### src/rtl/decode_stage.sv
// rtl/decode_stage.sv - single-entry decode pipeline register for an RV32I subset
module decode_stage #(
   parameter bit ILLEGAL_AS_NOP = 1'b1
) (
   input  logic        clk_i,
   input  logic        rstn_i,
   input  logic        in_valid_i,
   output logic        in_ready_o,
   input  logic [31:0] in_instr_i,
   input  logic [31:0] in_pc_i,
   input  logic        flush_i,
   output logic        out_valid_o,
   input  logic        out_ready_i,
   output logic [31:0] out_pc_o,
   output logic [31:0] out_instr_o,
   output logic [4:0]  rs1_o,
   output logic [4:0]  rs2_o,
   output logic [4:0]  rd_o,
   output logic [31:0] imm_o,
   output logic [3:0]  alu_op_o,
   output logic        src_a_pc_o,
   output logic        src_b_imm_o,
   output logic        reg_we_o,
   output logic        mem_re_o,
   output logic        mem_we_o,
   output logic        branch_o,
   output logic        jump_o,
   output logic        illegal_o,
   output logic [2:0]  br_cond_o
);

   localparam logic [6:0] OP_LW     = 7'b0000011;
   localparam logic [6:0] OP_ALU_I  = 7'b0010011;
   localparam logic [6:0] OP_AUIPC  = 7'b0010111;
   localparam logic [6:0] OP_SW     = 7'b0100011;
   localparam logic [6:0] OP_ALU    = 7'b0110011;
   localparam logic [6:0] OP_LUI    = 7'b0110111;
   localparam logic [6:0] OP_BRANCH = 7'b1100011;
   localparam logic [6:0] OP_JAL    = 7'b1101111;

   localparam logic [3:0] ALU_ADD    = 4'd0;
   localparam logic [3:0] ALU_SUB    = 4'd1;
   localparam logic [3:0] ALU_SRA    = 4'd7;
   localparam logic [3:0] ALU_PASS_B = 4'd10;

   typedef struct packed {
      logic [31:0] pc;
      logic [31:0] instr;
      logic [4:0]  rs1;
      logic [4:0]  rs2;
      logic [4:0]  rd;
      logic [31:0] imm;
      logic [3:0]  alu_op;
      logic        src_a_pc;
      logic        src_b_imm;
      logic        reg_we;
      logic        mem_re;
      logic        mem_we;
      logic        branch;
      logic        jump;
      logic        illegal;
      logic [2:0]  br_cond;
   } dec_t;

   // NOP decode: addi-free "add x0,x0,x0" with PC 0 and every flag cleared
   localparam dec_t NOP_DEC = dec_t'({32'h0, 32'h0000_0033, 62'h0});

   logic [6:0]  opcode;
   logic [2:0]  funct3;
   logic [6:0]  funct7;
   logic [31:0] imm_i, imm_s, imm_b, imm_u, imm_j;
   logic [3:0]  alu_f3;
   logic        legal;
   logic        accept;
   logic        valid_q;
   dec_t        dec;
   dec_t        dec_q;

   assign opcode = in_instr_i[6:0];
   assign funct3 = in_instr_i[14:12];
   assign funct7 = in_instr_i[31:25];

   assign imm_i = {{20{in_instr_i[31]}}, in_instr_i[31:20]};
   assign imm_s = {{20{in_instr_i[31]}}, in_instr_i[31:25], in_instr_i[11:7]};
   assign imm_b = {{19{in_instr_i[31]}}, in_instr_i[31], in_instr_i[7],
                   in_instr_i[30:25], in_instr_i[11:8], 1'b0};
   assign imm_u = {in_instr_i[31:12], 12'h000};
   assign imm_j = {{11{in_instr_i[31]}}, in_instr_i[31], in_instr_i[19:12],
                   in_instr_i[20], in_instr_i[30:21], 1'b0};

   assign in_ready_o = !valid_q || out_ready_i;
   assign accept     = in_valid_i && in_ready_o && !flush_i;

   // Base ALU operation selected by funct3 (funct7 variants patched in the decoder)
   always_comb begin
      alu_f3 = ALU_ADD;
      case (funct3)
         3'd0: alu_f3 = 4'd0;
         3'd1: alu_f3 = 4'd2;
         3'd2: alu_f3 = 4'd3;
         3'd3: alu_f3 = 4'd4;
         3'd4: alu_f3 = 4'd5;
         3'd5: alu_f3 = 4'd6;
         3'd6: alu_f3 = 4'd8;
         3'd7: alu_f3 = 4'd9;
         default: alu_f3 = ALU_ADD;
      endcase
   end

   // Instruction decoder: fields only meaningful to the format are populated
   always_comb begin
      dec       = NOP_DEC;
      dec.pc    = in_pc_i;
      dec.instr = in_instr_i;
      legal     = 1'b1;
      case (opcode)
         OP_ALU: begin
            dec.rs1    = in_instr_i[19:15];
            dec.rs2    = in_instr_i[24:20];
            dec.rd     = in_instr_i[11:7];
            dec.reg_we = 1'b1;
            dec.alu_op = alu_f3;
            if (funct7 == 7'b0100000) begin
               if (funct3 == 3'd0)      dec.alu_op = ALU_SUB;
               else if (funct3 == 3'd5) dec.alu_op = ALU_SRA;
               else                     legal = 1'b0;
            end else if (funct7 != 7'b0000000) begin
               legal = 1'b0;
            end
         end
         OP_ALU_I: begin
            dec.rs1       = in_instr_i[19:15];
            dec.rd        = in_instr_i[11:7];
            dec.imm       = imm_i;
            dec.src_b_imm = 1'b1;
            dec.reg_we    = 1'b1;
            dec.alu_op    = alu_f3;
            if (funct3 == 3'd1 && funct7 != 7'b0000000) legal = 1'b0;
            if (funct3 == 3'd5) begin
               if (funct7 == 7'b0100000)      dec.alu_op = ALU_SRA;
               else if (funct7 != 7'b0000000) legal = 1'b0;
            end
         end
         OP_LW: begin
            dec.rs1       = in_instr_i[19:15];
            dec.rd        = in_instr_i[11:7];
            dec.imm       = imm_i;
            dec.src_b_imm = 1'b1;
            dec.mem_re    = 1'b1;
            dec.reg_we    = 1'b1;
            legal         = (funct3 == 3'b010);
         end
         OP_SW: begin
            dec.rs1       = in_instr_i[19:15];
            dec.rs2       = in_instr_i[24:20];
            dec.imm       = imm_s;
            dec.src_b_imm = 1'b1;
            dec.mem_we    = 1'b1;
            legal         = (funct3 == 3'b010);
         end
         OP_LUI: begin
            dec.rd     = in_instr_i[11:7];
            dec.imm    = imm_u;
            dec.alu_op = ALU_PASS_B;
            dec.reg_we = 1'b1;
         end
         OP_AUIPC: begin
            dec.rd        = in_instr_i[11:7];
            dec.imm       = imm_u;
            dec.src_a_pc  = 1'b1;
            dec.src_b_imm = 1'b1;
            dec.reg_we    = 1'b1;
         end
         OP_BRANCH: begin
            dec.rs1     = in_instr_i[19:15];
            dec.rs2     = in_instr_i[24:20];
            dec.imm     = imm_b;
            dec.branch  = 1'b1;
            dec.br_cond = funct3;
            legal       = (funct3 != 3'b010) && (funct3 != 3'b011);
         end
         OP_JAL: begin
            dec.rd        = in_instr_i[11:7];
            dec.imm       = imm_j;
            dec.src_a_pc  = 1'b1;
            dec.src_b_imm = 1'b1;
            dec.jump      = 1'b1;
            dec.reg_we    = 1'b1;
         end
         default: legal = 1'b0;
      endcase
      if (dec.rd == 5'd0) dec.reg_we = 1'b0;
      dec.illegal = !legal;
      if (!legal && ILLEGAL_AS_NOP) begin
         dec.reg_we = 1'b0;
         dec.mem_re = 1'b0;
         dec.mem_we = 1'b0;
         dec.branch = 1'b0;
         dec.jump   = 1'b0;
      end
   end

   // Pipeline register: flush beats accept, consume without refill only drops valid
   always_ff @(posedge clk_i or negedge rstn_i) begin
      if (!rstn_i) begin
         valid_q <= 1'b0;
         dec_q   <= NOP_DEC;
      end else if (flush_i) begin
         valid_q <= 1'b0;
         dec_q   <= NOP_DEC;
      end else if (accept) begin
         valid_q <= 1'b1;
         dec_q   <= dec;
      end else if (out_ready_i) begin
         valid_q <= 1'b0;
      end
   end

   assign out_valid_o = valid_q;
   assign out_pc_o    = dec_q.pc;
   assign out_instr_o = dec_q.instr;
   assign rs1_o       = dec_q.rs1;
   assign rs2_o       = dec_q.rs2;
   assign rd_o        = dec_q.rd;
   assign imm_o       = dec_q.imm;
   assign alu_op_o    = dec_q.alu_op;
   assign src_a_pc_o  = dec_q.src_a_pc;
   assign src_b_imm_o = dec_q.src_b_imm;
   assign reg_we_o    = dec_q.reg_we;
   assign mem_re_o    = dec_q.mem_re;
   assign mem_we_o    = dec_q.mem_we;
   assign branch_o    = dec_q.branch;
   assign jump_o      = dec_q.jump;
   assign illegal_o   = dec_q.illegal;
   assign br_cond_o   = dec_q.br_cond;

endmodule
### config.mk
export PLATFORM = sky130hd
export DESIGN_NAME = decode_stage
export DESIGN_NICKNAME = d
export VERILOG_FILES = /design/src/rtl/decode_stage.sv
export SDC_FILE = /design/constraint.sdc
export NUM_CORES = 1
export LEC_CHECK = 0
export BUFFER_PORTS_ARGS = -buffer_cell sky130_fd_sc_hd__buf_2
export CAP_MARGIN = 20
export CORE_MARGIN = 2
export CORE_UTILIZATION = 30
export DETAILED_ROUTE_END_ITERATION = 12
export SLEW_MARGIN = 20
export SYNTH_ARGS = -nofsm -noshare
export SYNTH_HDL_FRONTEND = slang
export SYNTH_SLANG_ARGS = --single-unit
### constraint.sdc
create_clock -name clk_i -period 1.4 [get_ports clk_i]
set_input_delay 0.21 -clock clk_i [delete_from_list [all_inputs] [get_ports clk_i]]
set_output_delay 0.21 -clock clk_i [all_outputs]
set_load 0.02 [all_outputs]
# ---- Word level (Yosys, flattened, before mapping)
# Memories as Yosys holds them, arrays and structs flattened.
# Cells that the tools add are included.
dict set report totals {
  reg_bits 127
  latch_bits 0
  ramBits 0
  mem_bits_ro 32
  inputBits 69
  out_inout_bits 128
  wordCells 88
  memories 1
}
dict set report classes {
  add_sub_neg 0
  mul 0
  n_div 0
  n_lt_le_gt_ge 0
  eq_ne 14
  n_shift 0
  mux 34
  bitwise_logic 0
  reduce_logical 22
}
# memory depth word_bits read_ports rd_clocked_by_memory_dff write_ports line
set memory_table {}
lappend memory_table {{(name not given)} 8 4 1 0 0 97} ;# case (funct3)
# operator n
set op_table {}
lappend op_table {{126-bit 2-to-1 mux} 2}
lappend op_table {{32-bit one-hot mux with 5 select lines} 1}
lappend op_table {{7-bit by 6-bit == test with 1-bit output (second input constant)} 4}
lappend op_table {{4-bit 2-to-1 mux} 5}
lappend op_table {{5-bit 2-to-1 mux} 4}
lappend op_table {{1-bit 2-to-1 mux} 19}
lappend op_table {{7-bit by 5-bit == test with 1-bit output (second input constant)} 2}
lappend op_table {{7-bit == test (second input constant)} 2}
lappend op_table {{4-bit one-hot mux with 3 select lines} 1}
lappend op_table {{5-bit OR reduction} 2}
lappend op_table {{2-bit OR reduction} 4}
lappend op_table {{7-bit by 2-bit == test with 1-bit output (second input constant)} 1}
lappend op_table {{7-bit nonzero test} 1}
lappend op_table {{3-bit by 2-bit inequality test with 1-bit output (second input constant)} 2}
lappend op_table {{3-bit OR reduction} 2}
lappend op_table {{6-bit OR reduction} 1}
lappend op_table {{5-bit logical NOT} 1}
lappend op_table {{1-bit one-hot mux with 5 select lines} 1}
lappend op_table {{1-bit logical AND} 4}
lappend op_table {{3-bit by 1-bit == test with 1-bit output (second input constant)} 1}
lappend op_table {{3-bit by 2-bit == test with 1-bit output (second input constant)} 1}
lappend op_table {{3-bit == test (second input constant)} 1}
lappend op_table {{1-bit logical NOT} 3}
lappend op_table {{3-bit logical NOT} 1}
lappend op_table {{other kinds (4)} 4}

# ---- Logic depth before layout (Yosys ltp)
# Gate-level depths: netlist (run 1).
dict set report depth {
  depth_word 10
  mapped_depth 7
  depth_no_buf 7
}

# ---- Least setup slack after synthesis (run 1)
# No wires, ideal clock.
dict set report synth_path {
  path_kind {reg2reg}
  start {register valid_q, in the netlist out_valid_o}
  end {register dec_q (netlist bit imm_o[22])}
  setup_ns 0.066
  t_arrival_ns 1.611
  t_required_ns 1.334
  setup_slack_ns -0.278
  path_stages_with_launch 8
  path_buffers 2
  synth_period_minus_slack_ns 1.678
  path_cell_list {dfrtp_1 > nand2b_1 > buf_2 > nand3b_1 > a211oi_4 > and2_4 > buf_6 > a221o_1}
}
dict set report synth_via {
  elab_chain_cells 5
}
# element line
set synth_rtl {}
lappend synth_rtl {{start: declaration} 75} ;# logic valid_q;
lappend synth_rtl {{start signal: assignment} 206} ;# valid_q <= 1'b0;
lappend synth_rtl {{start signal: assignment} 209} ;# valid_q <= 1'b0;
lappend synth_rtl {{start signal: assignment} 212} ;# valid_q <= 1'b1;
lappend synth_rtl {{1-bit logical NOT} 91} ;# assign in_ready_o = !valid_q || out_ready_i;
lappend synth_rtl {{1-bit logical OR} 91}
lappend synth_rtl {{net in_ready_o} 8} ;# output logic in_ready_o,
lappend synth_rtl {{1-bit logical AND (2 in series)} 92} ;# assign accept = in_valid_i && in_ready_o && !flush_i;
lappend synth_rtl {{2-bit nonzero test (no line)} n/a}
lappend synth_rtl {{end signal: assignment} 207} ;# dec_q <= NOP_DEC;
lappend synth_rtl {{end signal: assignment} 210} ;# dec_q <= NOP_DEC;
lappend synth_rtl {{end signal: assignment} 213} ;# dec_q <= dec;
lappend synth_rtl {{end: declaration} 77} ;# dec_t dec_q;
# The timed path passes the listed nets, and every way through them passes these cells.
# A chain may end at the register's enable or synchronous reset.

# ---- Worst setup path in the final report (run 1)
dict set report layout_path {
  start {register valid_q, in the netlist out_valid_o}
  end {register dec_q (netlist bit imm_o[22])}
}
dict set report layout_via {
  elab_chain_cells 5
}
# element line
set layout_rtl {}
lappend layout_rtl {{1-bit logical NOT} 91}
lappend layout_rtl {{1-bit logical OR} 91}
lappend layout_rtl {{1-bit logical AND (2 in series)} 92}
lappend layout_rtl {{2-bit nonzero test (no line)} n/a}
# Every way passes these cells.

==> out/metrics.csv, run 1 <==
stage,metric,value,unit
setup_path,cp_data_required_time,1690,ps
setup_path,critical_path_class,reg -> reg,
routing,vias_per_cell,4.99,
power_and_ir_drop,ir_worst_vdd,750,uV
timing,timing.final.ws_setup,-101,ps
logic_synthesis,synth_compound_area_frac,0.256,
power_and_ir_drop,leakage,4.20,nW
global_routing,grt_antenna_before_repair,0,
power_and_ir_drop,totalPowerFinal,9.91,mW
clocking,clk_latency,410,ps
global_routing,overflow,0,
die,dieHeight,135,um
setup_path,arrival,1790,ps
logic_synthesis,ys_types,55,
logic_synthesis,synth_top_family_by_area,compound AO/OA/AOI/OAI gates,
die,io_pins,197,
global_routing,grt_pass1_vias,4702,
status,outcome,"complete, but fails checks",
timing,hold_violations,0,
status,failed_checks,negative setup slack,
logic_synthesis,ys.warnings.count,0,
routing,drtAntennaViolNets,0,
routing,detail_route.first_pass.iterations,4,
timing,setup-violations-final,87,
timing,fin_skew,8.51,ps
die,start_util,0.304,
timing,rsz0062_at_grt,yes,
logic_synthesis,synth_edf_count,0,
hold_path,hold_class,in -> reg,
timing,fin_tns_setup,-2940,ps
timing,finalCritPeriodShare,1.07,
setup_path,worstSetupEndpointType,flip-flop,
die,die-area,18300,um2
clocking,clk_pin_slew,60,ps
global_routing,grt_pass1_wl,25.7,mm
routing,num_vias,4684,
timing,whs,21.0,ps
logic_synthesis,synthMuxAreaShare,0.00193,
logic_synthesis,synthArstFlopShare,1.00,
finish,post-route-util,0.470,
setup_path,path_buf_inv,3,
logic_synthesis,synthCells,424,
setup_path,worstPathCellList,"nand2b_4, buf_4, a21oi_4, buf_12, clkbuf_16, a221o_1",
logic_synthesis,netlist_area,5180,um2
timing,fmax,666,MHz
clocking,cts_buffers,17,
logic_synthesis,syn_nets,497,
logic_synthesis,synth-xor-area-share,0,
run,timing.max_cap.violations,0,
clocking,cts_root_buffer,clkbuf_16,
setup_path,critPathMaxStageDelay,420,ps
place,dpl.hpwl,12.3,mm
logic_synthesis,yosys.area_share.simple,0.0819,
power_and_ir_drop,p_per_area,1240,nW/um2
finish,final_nets,773,
place,io_buffers,196,
global_routing,grt_use_total,0.181,
global_routing,grt_max_degree,68,
place,gp_congestion,0.846,
logic_synthesis,synth_flop_cell,dfrtp_1,
routing,first_iter_violations,207,
die,rows,48,
setup_path,critPathSlowestCell,dfrtp_2,
routing,post-route-drc-count,0,
clocking,cts_tree,yes,
setup_path,cp_top_family,buffers and inverters,
logic_synthesis,yosysSeqAreaShare,0.615,
finish,layout-drive-gt1-share,0.509,
timing,relSlewSlack,0.764,
routing,drt_wl_total,16.9,mm
setup_path,crit_fanout,17,
timing,min_period,1500,ps
clocking,h-tree-depth,4,
setup_path,crit_path_start_kind,flip-flop,
finish,antenna_cells,0,
clocking,clock_sinks,127,
timing,finalMaxSlewViolations,0,
logic_synthesis,avgSynthCellArea,12.2,um2
logic_synthesis,synthAdderAreaFrac,0.00967,
finish,area_delta_synth_final,54.9,%
routing,routedWlPerCell,18.0,um
logic_synthesis,ys_ff_latch,127,
clocking,cts_buffer_depth,2,
timing,tightest_slew,350,ps
die,coreArea,17100,um2
setup_path,ff2ff_setup_slack,-100,ps
die,dieWidth,135,um
where the power goes:
part / switching [mW] / internal, mW
sequential: 0.0659 / 3.80
combinational: 0.688 / 0.492
clock: 1.65 / 3.21
total: 2.40 / 7.51
layout by cell type (no fill, tap or decap), types with 5 or more instances in the layout:
cell type / netlist / routed
clkbuf_16: 0 / 18
a22o_1: 82 / 82
nand2_1: 45 / 43
buf_4: 0 / 68
a21oi_1: 12 / 9
dlygate4sd3_1: 0 / 5
buf_6: 3 / 11
buf_12: 0 / 7
o21ai_2: 1 / 8
nor2_1: 14 / 13
o21ai_0: 27 / 7
a22oi_1: 7 / 7
buf_2: 15 / 193
a221o_1: 11 / 11
dfrtp_1: 123 / 122
o21ai_1: 1 / 14
bufinv_16: 0 / 5
metal layers:
metal | part of all wire | GRT usage
met2 | 0.47 | 0.285
met1 | 0.46 | 0.248
met4 | 0.013 | 0.0561
met5 | 0 | 0
met3 | 0.052 | 0.0460
sequential cells by signal (all words and copies together), names as in the netlist:
signal	count
src_b_imm_o	1
alu_op_o	4
out_pc_o	32
out_instr_o	32
out_valid_o	1
rs2_o	5
mem_we_o	1
rd_o	5
reg_we_o	1
jump_o	1
br_cond_o	3
branch_o	1
src_a_pc_o	1
imm_o	32
mem_re_o	1
rs1_o	5
illegal_o	1
final timing paths:
kind,from,to,cells after the start
max,out_valid_o,imm_o[22],6
min,in_pc_i[19],out_pc_o[19],2
max reg2reg,out_valid_o,imm_o[22],6
min reg2reg,branch_o,branch_o,2
max in group asynchronous,rstn_i,out_instr_o[4],3
min in group asynchronous,rstn_i,imm_o[26],2
cell usage after synthesis (2+ instances only):
| cell | number | share of area |
|---|---|---|
| and2_1 | 2 | 0.0024 |
| inv_1 | 6 | 0.0043 |
| a22oi_1 | 7 | 0.010 |
| a32oi_1 | 2 | 0.0034 |
| buf_2 | 15 | 0.014 |
| nor2_1 | 14 | 0.010 |
| o41ai_1 | 2 | 0.0034 |
| and3_1 | 2 | 0.0024 |
| clkbuf_1 | 12 | 0.0087 |
| nand2_1 | 45 | 0.033 |
| a32o_1 | 2 | 0.0039 |
| a22o_1 | 82 | 0.14 |
| a221o_1 | 11 | 0.021 |
| nand3_1 | 5 | 0.0048 |
| o21ai_0 | 27 | 0.026 |
| o22a_1 | 4 | 0.0068 |
| a21oi_1 | 12 | 0.012 |
| nand2b_1 | 3 | 0.0036 |
| nor3_1 | 3 | 0.0029 |
| a31oi_1 | 2 | 0.0024 |
| buf_6 | 3 | 0.0065 |
| dfrtp_1 | 123 | 0.59 |
| nor2b_1 | 2 | 0.0024 |
| ha_1 | 4 | 0.0097 |
| dfstp_2 | 4 | 0.020 |
cells by family (layout without fill, tap and decap cells):
kind of cell | Yosys count | in the layout
multiplexers | 1 | 1
AO/OA/AOI/OAI | 166 | 166
AND/OR/NAND/NOR | 88 | 89
adder cells (fa/ha/maj) | 4 | 4
buffers and inverters | 38 | 326
flip-flops | 127 | 127
cell type report:
cell class | instances | area (um2)
multi-input combinational | 260 | 2020
fill | 1577 | 9040
timing repair buffer | 288 | 1850
clock buffer | 19 | 443
sequential | 127 | 3180
tap | 225 | 282
clock inverter | 13 | 213
inverter | 6 | 25.0
timing repair:
| action | in CTS | in global routing |
|---|---|---|
| setup endpoints to repair | 117 | 119 |
| buffers inserted | 2 | 4 |
| resized for setup | 23 | 36 |
| hold buffers | 5 | 0 |
| pin swaps | 8 | 17 |
| gates cloned | 0 | 3 |
| endpoints found under the hold margin | 121 | 0 |
per-stage QoR:
| stage | setup slack, ps | cells | area [um2] |
|---|---|---|---|
| after floorplan | -141 | 424 | 5280 |
| after global placement | -296 | 893 | 7050 |
| after detailed placement | -384 | 893 | 7050 |
| after CTS | -94.7 | 931 | 7820 |
| after global routing | -193 | 938 | 8020 |
| final | -101 | 938 | 8020 |
worst reg2reg max path, cell delays in order (launching register included):
cell       delay, ps
dfrtp_2          420
nand2b_4          90
buf_4            130
a21oi_4           90
buf_12           140
clkbuf_16        170
a221o_1          350
(Power assumes the default switching activity.)
==> run 2, diff against run 1 <==
--- a/config.mk
+++ b/config.mk
@@ -7,10 +7,14 @@
 export LEC_CHECK = 0
 export BUFFER_PORTS_ARGS = -buffer_cell sky130_fd_sc_hd__buf_2
 export CAP_MARGIN = 20
+export CELL_PAD_IN_SITES_DETAIL_PLACEMENT = 1
+export CELL_PAD_IN_SITES_GLOBAL_PLACEMENT = 1
 export CORE_MARGIN = 2
 export CORE_UTILIZATION = 30
 export DETAILED_ROUTE_END_ITERATION = 12
+export PLACE_DENSITY_LB_ADDON = 0.1
 export SLEW_MARGIN = 20
 export SYNTH_ARGS = -nofsm -noshare
 export SYNTH_HDL_FRONTEND = slang
 export SYNTH_SLANG_ARGS = --single-unit
+export TNS_END_PERCENT = 5
==> out/metrics.csv, run 2 (same netlist as run 1, synthesis figures left out) <==
stage,metric,value,unit,change
timing,fin_skew,9.87,ps,+1.36 ps
routing,drtAntennaViolNets,0,,unchanged
timing,relSlewSlack,0.730,,-0.0345
status,failed_checks,negative setup slack,,
routing,drt_wl_total,19.1,mm,+13%
routing,num_vias,4728,,+0.94%
setup_path,path_buf_inv,3,,unchanged
routing,detail_route.first_pass.iterations,4,,unchanged
die,dieWidth,135,um,unchanged
run,timing.max_cap.violations,0,,unchanged
die,io_pins,197,,unchanged
place,dpl.hpwl,13.9,mm,+13%
clocking,clk_pin_slew,60,ps,about the same
routing,routedWlPerCell,20.4,um,+13%
timing,rsz0062_at_grt,yes,,
power_and_ir_drop,p_per_area,1140,nW/um2,-7.7%
die,dieHeight,135,um,unchanged
setup_path,worstSetupEndpointType,flip-flop,,
hold_path,hold_class,in -> reg,,
clocking,cts_buffers,17,,unchanged
finish,seqCellArea,3180,um2,unchanged
clocking,cts_buffer_depth,2,,unchanged
clocking,clk_latency,410,ps,about the same
finish,layout.cells.most_common,buf_2,,
finish,layout_common_cells,"194 x buf_2, 122 x dfrtp_1, 82 x a22o_1",,
hold_path,worstHoldPathCells,2,,unchanged
timing,whs,15.0,ps,-6.01 ps
finish,layout-drive-gt1-share,0.495,,-0.0141
setup_path,cp_top_family,buffers and inverters,,
global_routing,grt_pass1_wl,29.3,mm,+14%
routing,post-route-drc-count,0,,unchanged
setup_path,rr_worst_depth,6,,unchanged
timing,fmax,680,MHz,+2.1%
finish,final_cell_area,7910,um2,-1.4%
finish,fill_cells,1912,,+21%
setup_path,ff2ff_setup_slack,-70,ps,+30 ps
timing,tightest_slew,403,ps,+53.3 ps
setup_path,crit_path_start_kind,flip-flop,,
power_and_ir_drop,ir_worst_vdd,780,uV,+4.1%
global_routing,overflow,0,,unchanged
power_and_ir_drop,totalPowerFinal,9.02,mW,-9.0%
global_routing,grt_antenna_before_repair,0,,unchanged
setup_path,worstPathCellList,"nand2b_4, buf_6, a21oi_4, buf_12, clkbuf_16, a22o_1",,
setup_path,critPathSlowestCell,dfrtp_2,,
hold_path,hold_start,in_pc_i[2],,
place,gp_congestion,0.854,,+0.97%
die,start_util,0.304,,unchanged
setup_path,r2r-start,out_valid_o,,
setup_path,r2r-end,out_pc_o[31],,
setup_path,critical_path_class,reg -> reg,,
global_routing,grt_use_total,0.209,,+0.0275
status,outcome,"complete, but fails checks",,
clocking,h-tree-depth,4,,unchanged
hold_path,holdPathEnd,out_pc_o[2],,
timing,timing.final.ws_setup,-69.8,ps,+31.1 ps
setup_path,cp_data_required_time,1750,ps,+60 ps
clocking,clock_sinks,127,,unchanged
setup_path,critPathMaxStageDelay,380,ps,-40 ps
timing,min_period,1470,ps,-31.1 ps
setup_path,crit_fanout,17,,unchanged
die,coreArea,17100,um2,unchanged
global_routing,grt_max_degree,42,,-38%
finish,final_nets,771,,-0.26%
timing,finalCritPeriodShare,1.05,,-0.0222
clocking,cts_tree,yes,,
timing,setup-violations-final,103,,+18%
finish,area_delta_synth_final,52.7,%,
power_and_ir_drop,leakage,4.16,nW,-0.93%
global_routing,grt_pass1_vias,5119,,+8.9%
setup_path,arrival,1820,ps,+30 ps
timing,hold_violations,0,,unchanged
place,dpl_cell_area,7000,um2,-0.71%
routing,first_iter_violations,168,,-19%
routing,vias_per_cell,5.06,,+1.4%
die,die-area,18300,um2,unchanged
finish,multi_input_area,1950,um2,-3.5%
timing,finalMaxSlewViolations,0,,unchanged
place,io_buffers,196,,unchanged
clocking,cts_root_buffer,clkbuf_16,,
die,rows,48,,unchanged
finish,antenna_cells,0,,unchanged
finish,post-route-util,0.463,,-0.00660
## run 2: worst max-delay path by stage
stage	startpoint	end	slack [ps]	depth (start not counted)
6_report	out_valid_o	out_pc_o[31]	-70	6
5_1_grt	out_valid_o	alu_op_o[2]	-140	6
4_1_cts	out_valid_o	alu_op_o[3]	-80	7
3_5_place_dp	in_instr_i[12]	mem_we_o	-440	8
3_3_place_gp	in_instr_i[12]	reg_we_o	-350	8
2_1_floorplan	out_valid_o	imm_o[22]	-140	7
## run 2: cell type report
class	instances	area share
inverters	6	0.00285
multi-input cells	259	0.246
flip-flops and latches	127	0.403
clock buffers	24	0.0609
well taps	225	0.0356
clock inverters	6	0.00459
repair buffers	287	0.247
## run 2: worst register-to-register path: cells and delay by family, from the launching register on
kind	cells	cell delay, ps
simple gates	1	70
flops	1	380
compound gates	2	450
buf+inv	3	510
## run 2: stage by stage
stage	std cells	setup TNS, ps	setup slack (ps)
3_5_place_dp	891	-23990	-445
5_1_grt	934	-10680	-135
2_1_floorplan	424	-10350	-141
6_report	934	-3580	-69.8
3_3_place_gp	891	-16910	-354
4_1_cts	928	-3100	-82.9
## run 2: repair_timing
| action | in CTS | in global routing |
|---|---|---|
| hold endpoints to repair | 45 | 0 |
| gates resized for setup | 20 | 44 |
| hold buffers | 2 | 0 |
| cloned | 2 | 4 |
| setup buffers | 4 | 4 |
| setup endpoints to repair | 122 | 114 |
| pin swaps | 23 | 45 |
## run 2: power by group
part,total [mW],leakage [nW],switching (mW),internal [mW]
sequential,3.87,1.72,0.0683,3.80
clock,3.92,0.256,1.55,2.37
combinational,1.22,2.19,0.705,0.520
## run 2: routing by layer
metal  global-route usage  up-vias  routed length [um]
li1                     -     2148                   -
met1                0.273     2402                8320
met2                0.345      145                9430
met3               0.0434       33                 913
met4               0.0752        0                 425
met5                    0        -                   0
